==> config.mk <==
export PLATFORM = sky130hd
export DESIGN_NAME = dts_result_collector
export DESIGN_NICKNAME = d
export VERILOG_FILES = /design/src/rtl/dts_result_collector.sv
export SDC_FILE = /design/constraint.sdc
export NUM_CORES = 1
export LEC_CHECK = 0
export ABC_CLOCK_PERIOD_IN_PS = 1800
export CAP_MARGIN = 20
export CORE_ASPECT_RATIO = 1.75
export CORE_MARGIN = 2
export CORE_UTILIZATION = 45
export DETAILED_ROUTE_END_ITERATION = 8
export GPL_ROUTABILITY_DRIVEN = 0
export PLACE_DENSITY = 0.76
export RECOVER_POWER = 25
export SETUP_SLACK_MARGIN = 0.2
export SKIP_CTS_REPAIR_TIMING = 1
export SYNTH_ARGS = -nofsm -noshare
export SYNTH_HDL_FRONTEND = slang
export SYNTH_SLANG_ARGS = --single-unit
==> constraint.sdc <==
create_clock -name clk -period 1.8 [get_ports clk]
set_input_delay 0.36 -clock clk [delete_from_list [all_inputs] [get_ports clk]]
set_output_delay 0.36 -clock clk [all_outputs]
set_load 0.005 [all_outputs]
==> src/rtl/dts_result_collector.sv <==
// dts_result_collector: polls the DTS search array, reads its result rows and streams them downstream
// Ports:
//   clk, reset          clock, synchronous active-high reset
//   snapshot_req        host progress-dump request, held pending until served from IDLE
//   doneAggregate       a worker holds a solution (only looked at in IDLE)
//   poll / ready        start array fill / array result RAM is filled and held
//   rowAddr / row       result RAM read port, one-cycle registered read latency
//   anotherOneBroadcast restart pulse to the workers after a solution frame
//   out_*               downstream row stream with valid/ready handshake and frame delimiters
//   result_count        completed solution frames (wrapping)
//   timeout_err         sticky flag: the array never raised ready for a frame
//   busy                high whenever the collector is not IDLE
module dts_result_collector #(
  parameter int n = 3,
  parameter int M = 19,
  parameter int GUARD_CYCLES = 3,
  parameter int READY_TIMEOUT = 1024,
  parameter int COOLDOWN_CYCLES = 4
) (
  input  logic                                clk,
  input  logic                                reset,
  input  logic                                snapshot_req,
  input  logic                                doneAggregate,
  input  logic                                ready,
  output logic                                poll,
  output logic [(n > 1 ? $clog2(n) : 1)-1:0] rowAddr,
  input  logic [M:0]                          row,
  output logic                                anotherOneBroadcast,
  output logic [M:0]                          out_data,
  output logic                                out_valid,
  input  logic                                out_ready,
  output logic                                out_first,
  output logic                                out_last,
  output logic                                out_found,
  output logic [15:0]                         result_count,
  output logic                                timeout_err,
  output logic                                busy
);
  localparam int AW = n > 1 ? $clog2(n) : 1;
  localparam int CMAX0 = GUARD_CYCLES > COOLDOWN_CYCLES ? GUARD_CYCLES : COOLDOWN_CYCLES;
  localparam int CMAX = CMAX0 > READY_TIMEOUT ? CMAX0 : READY_TIMEOUT;
  localparam int CW = $clog2(CMAX + 1);

  typedef enum logic [3:0] {IDLE, POLL, GUARD, WAIT_READY, FETCH, CAPTURE, SEND, RELEASE, COOLDOWN} stateT;

  stateT         state;
  logic [AW-1:0] i;
  logic [CW-1:0] cnt;
  logic          snapPending;

  always_ff @(posedge clk) begin
    if (reset) begin
      state               <= IDLE;
      poll                <= 1'b0;
      anotherOneBroadcast <= 1'b0;
      out_valid           <= 1'b0;
      out_first           <= 1'b0;
      out_last            <= 1'b0;
      out_found           <= 1'b0;
      busy                <= 1'b0;
      timeout_err         <= 1'b0;
      rowAddr             <= '0;
      out_data            <= '0;
      result_count        <= '0;
      snapPending         <= 1'b0;
      i                   <= '0;
      cnt                 <= '0;
    end else begin
      case (state)
        IDLE: if (doneAggregate || snapPending) begin
          state       <= POLL;
          poll        <= 1'b1;
          busy        <= 1'b1;
          out_found   <= doneAggregate;
          snapPending <= 1'b0;
        end
        POLL: begin
          state <= GUARD;
          poll  <= 1'b0;
          i     <= '0;
          cnt   <= '0;
        end
        // ready may still be asserted from the previous frame; ignore it here
        GUARD: begin
          cnt <= cnt + 1'b1;
          if (cnt == CW'(GUARD_CYCLES - 1)) begin
            state <= WAIT_READY;
            cnt   <= '0;
          end
        end
        WAIT_READY: if (ready) begin
          state   <= FETCH;
          rowAddr <= i;
        end else if (cnt == CW'(READY_TIMEOUT - 1)) begin
          state       <= IDLE;
          busy        <= 1'b0;
          timeout_err <= 1'b1;
        end else begin
          cnt <= cnt + 1'b1;
        end
        FETCH: state <= CAPTURE;
        CAPTURE: begin
          state     <= SEND;
          out_data  <= row;
          out_first <= i == '0;
          out_last  <= i == AW'(n - 1);
          out_valid <= 1'b1;
        end
        // out_valid is always high in SEND, so out_ready alone marks the handshake
        SEND: if (out_ready) begin
          out_valid <= 1'b0;
          if (!out_last) begin
            state   <= FETCH;
            i       <= i + 1'b1;
            rowAddr <= i + 1'b1;
          end else if (out_found) begin
            state               <= RELEASE;
            anotherOneBroadcast <= 1'b1;
            result_count        <= result_count + 1'b1;
          end else begin
            state <= IDLE;
            busy  <= 1'b0;
          end
        end
        RELEASE: begin
          state               <= COOLDOWN;
          anotherOneBroadcast <= 1'b0;
          cnt                 <= '0;
        end
        COOLDOWN: begin
          cnt <= cnt + 1'b1;
          if (cnt == CW'(COOLDOWN_CYCLES - 1)) begin
            state <= IDLE;
            busy  <= 1'b0;
          end
        end
        default: state <= IDLE;
      endcase
      // a request in the same cycle a frame starts survives the clear above
      if (snapshot_req) snapPending <= 1'b1;
    end
  end
endmodule

==> impl_metrics.py <==
metrics = {
    "run_status": {
        "outcome": "complete, no violations",
    },
    "floorplan": {
        "dieHeight_um": 113,
        "die_area_um2": 7430,
        "core_area_um2": 6540,
        "io_pins": 72,
        "rows": 39,
        "initial_utilization_pct": 46.3,
        "die_x_um": 66.0,
    },
    "cells_and_area": {
        "drive_gt1_share_pct": 27.3,
        "register_area_um2": 1320,
        "fill_cells": 500,
        "final_cell_mix": "59 x nand2_1, 53 x clkdlybuf4s50_1, 43 x dfxtp_1",
        "finalCoreUtilization_pct": 72.5,
        "diodes": 0,
        "fin_nets": 503,
        "area_growth_pct": 56.4,
        "multi_input_area_um2": 1800,
        "final_common_cell": "nand2_1",
    },
    "sta": {
        "rsz0062_at_grt": "yes",
        "finalHoldViolCount": 0,
        "slew-limit-headroom_pct": 73.2,
        "post-route-period-util_pct": 99.4,
        "maxClockFrequency_mhz": 559,
        "tightest_slew_ns": 0.398,
        "tns_ns": 0,
        "fin_skew_ns": 0.00622,
        "fin_crit_ns": 1.79,
        "finalSetupViolCount": 0,
        "whs_ns": 0.352,
        "slew_viol_final": 0,
    },
    "placement": {
        "io_buffers": 71,
        "dp_hpwl_um": 5730,
    },
    "power": {
        "sequentialPowerShare_pct": 33.7,
        "p_sw_uw": 1370,
        "irDropWorstVdd_uv": 1010,
        "cell_internal_pwr_uw": 3430,
        "finalPower_uw": 4790,
        "power.share.clock_pct": 36.4,
        "leakage_uw": 0.00180,
        "combPwrFrac_pct": 29.8,
        "pwr_density_cell_nw_per_um2": 1010,
        "p_sw_share_pct": 28.5,
    },
    "setup_path": {
        "end_kind": "flop",
        "crit_arrival_ns": 2.03,
        "crit_type": "reg -> reg",
        "critPathLaunchType": "flop",
        "critPathRequiredTime_ns": 2.04,
        "cp_max_fo": 6,
    },
    "logic_synthesis": {
        "synth_cell_types": 56,
        "synthCells": 364,
        "synth_area_per_cell_um2": 8.33,
        "synth_nets": 396,
        "ys_seq_area_share_pct": 42.3,
        "yosysWarnings": 0,
        "synth_area_um2": 3030,
        "async_flop_share_pct": 0,
        "synth_enable_flop_cells": 0,
        "synth-seq-cells": 64,
        "synth_flop_cell": "dfxtp_1",
    },
    "routing": {
        "ant_nets": 0,
        "routedWlPerCell_um": 16.9,
        "drtIter0Drc": 249,
        "routed_wl_um": 9430,
        "viasPerCell": 5.68,
        "firstDrtPassIters": 4,
        "drcViolationCount": 0,
        "vias": 3168,
    },
    "clocking": {
        "htree_levels": 3,
        "clockRootBuffer": "clkbuf_16",
        "cts.sinks": 64,
        "clk-insertion-delay-late_ns": 0.33,
        "cts_tree": "yes",
        "cts-buffers-inserted": 9,
        "clockBufferDepth": 2,
        "clkTransAtPathRegs_ns": 0.05,
    },
    "hold_path": {
        "min_path_type": "in -> reg",
    },
    "flow_run": {
        "drv_cap": 0,
    },
    "global_routing": {
        "grt_pass1_wl_um": 13500,
        "grt_pass1_vias": 2954,
        "antenna_found_initial": 0,
        "grt_max_degree": 28,
        "gr-total-overflow": 0,
        "grt_use_total_pct": 23.4,
    },
}
==> layer usage <==
layer	share of wire, %	routed length (µm)	track usage, %	vias to the layer above
met5	0	0	0	-
met4	5.1	483	15.6	0
met3	3.7	348	2.81	41
met2	55	5200	41.2	113
met1	36	3400	25.4	1500
li1	-	-	-	1514
==> cell type report <==
cell class | instances | area share, %
Multi-Input combinational cell | 265 | 38.0
Sequential cell | 64 | 27.8
Timing Repair Buffer | 117 | 24.6
Clock buffer | 13 | 5.49
Tap cell | 82 | 2.16
Inverter | 14 | 1.11
Clock inverter | 3 | 0.845
==> path summary, 6_finish.rpt <==
path               startpoint              end  slack, ns  cells after the start
setup / recovery       cnt[4]           cnt[2]       0.01                      6
hold reg to reg   out_data[6]      out_data[6]       0.45                      2
setup reg to reg       cnt[4]           cnt[2]       0.01                      6
hold / removal          reset  result_count[1]       0.35                      2
==> worst max-delay path: stages (launching register included) <==
cell	delay, ns
dfxtp_2	0.36
nand4_1	0.23
nor4_4	0.07
o21a_4	0.25
clkbuf_16	0.16
or4_4	0.46
a21oi_1	0.18
==> metrics by stage <==
step           std cells  area [µm²]  setup slack [ns]
3_5_place_dp         528        4040            -0.116
4_1_cts              544        4340          0.000100
3_3_place_gp         528        4040           -0.0879
6_report             558        4740            0.0116
5_1_grt              558        4740           -0.0283
2_1_floorplan        364        3080             0.170
==> power groups by stage <==
stage                     registers (µW)  clock network, µW  logic, µW
after detailed placement            1630                  0       1020
after global routing                1630               1830       1520
after CTS                           1600               1760       1020
after global placement              1620                  0       1000
final                               1620               1750       1430
after floorplan                     1600                  0        603
==> registers in the layout, summed over array words and instances, names as in the netlist <==
register,cells
out_found,1
out_valid,1
i,2
busy,1
out_last,1
cnt,11
snapPending,1
poll,1
out_data,20
rowAddr,2
state,4
anotherOneBroadcast,1
out_first,1
timeout_err,1
result_count,16
==> logic make-up (layout without fill, tap and decap cells) <==
kind of cell	Yosys count	in the layout	synth area share, %
mux	4	4	1.36
xor+xnor	10	10	2.89
buf+inv	37	147	5.90
flops	64	64	42.3
fa+ha+maj	7	7	2.81
compound gates	84	84	16.7
simple gates	158	160	28.0
==> Yosys cell counts, drive strengths merged (2+ instances only) <==
master | number | area (µm²)
a211oi | 3 | 22.5
buf | 10 | 76.3
mux2i | 3 | 30.0
ha | 6 | 75.1
nand2 | 59 | 221
inv | 14 | 52.6
or2 | 2 | 12.5
o2bb2ai | 2 | 17.5
and4bb | 2 | 25.0
o31ai | 9 | 67.6
or3 | 8 | 50.1
a22oi | 3 | 22.5
nor4 | 5 | 52.6
and3 | 5 | 31.3
xnor2 | 9 | 78.8
a21oi | 45 | 229
nor2b | 2 | 12.5
or4 | 10 | 75.1
o21ai | 10 | 50.1
o21a | 2 | 15.0
nand2b | 2 | 12.5
nand4 | 8 | 80.1
and2 | 4 | 25.0
dfxtp | 64 | 1280
nand3 | 12 | 60.1
clkbuf | 13 | 50.0
nor2 | 28 | 108
nor3 | 7 | 45.0
(Power assumes the default switching activity.)
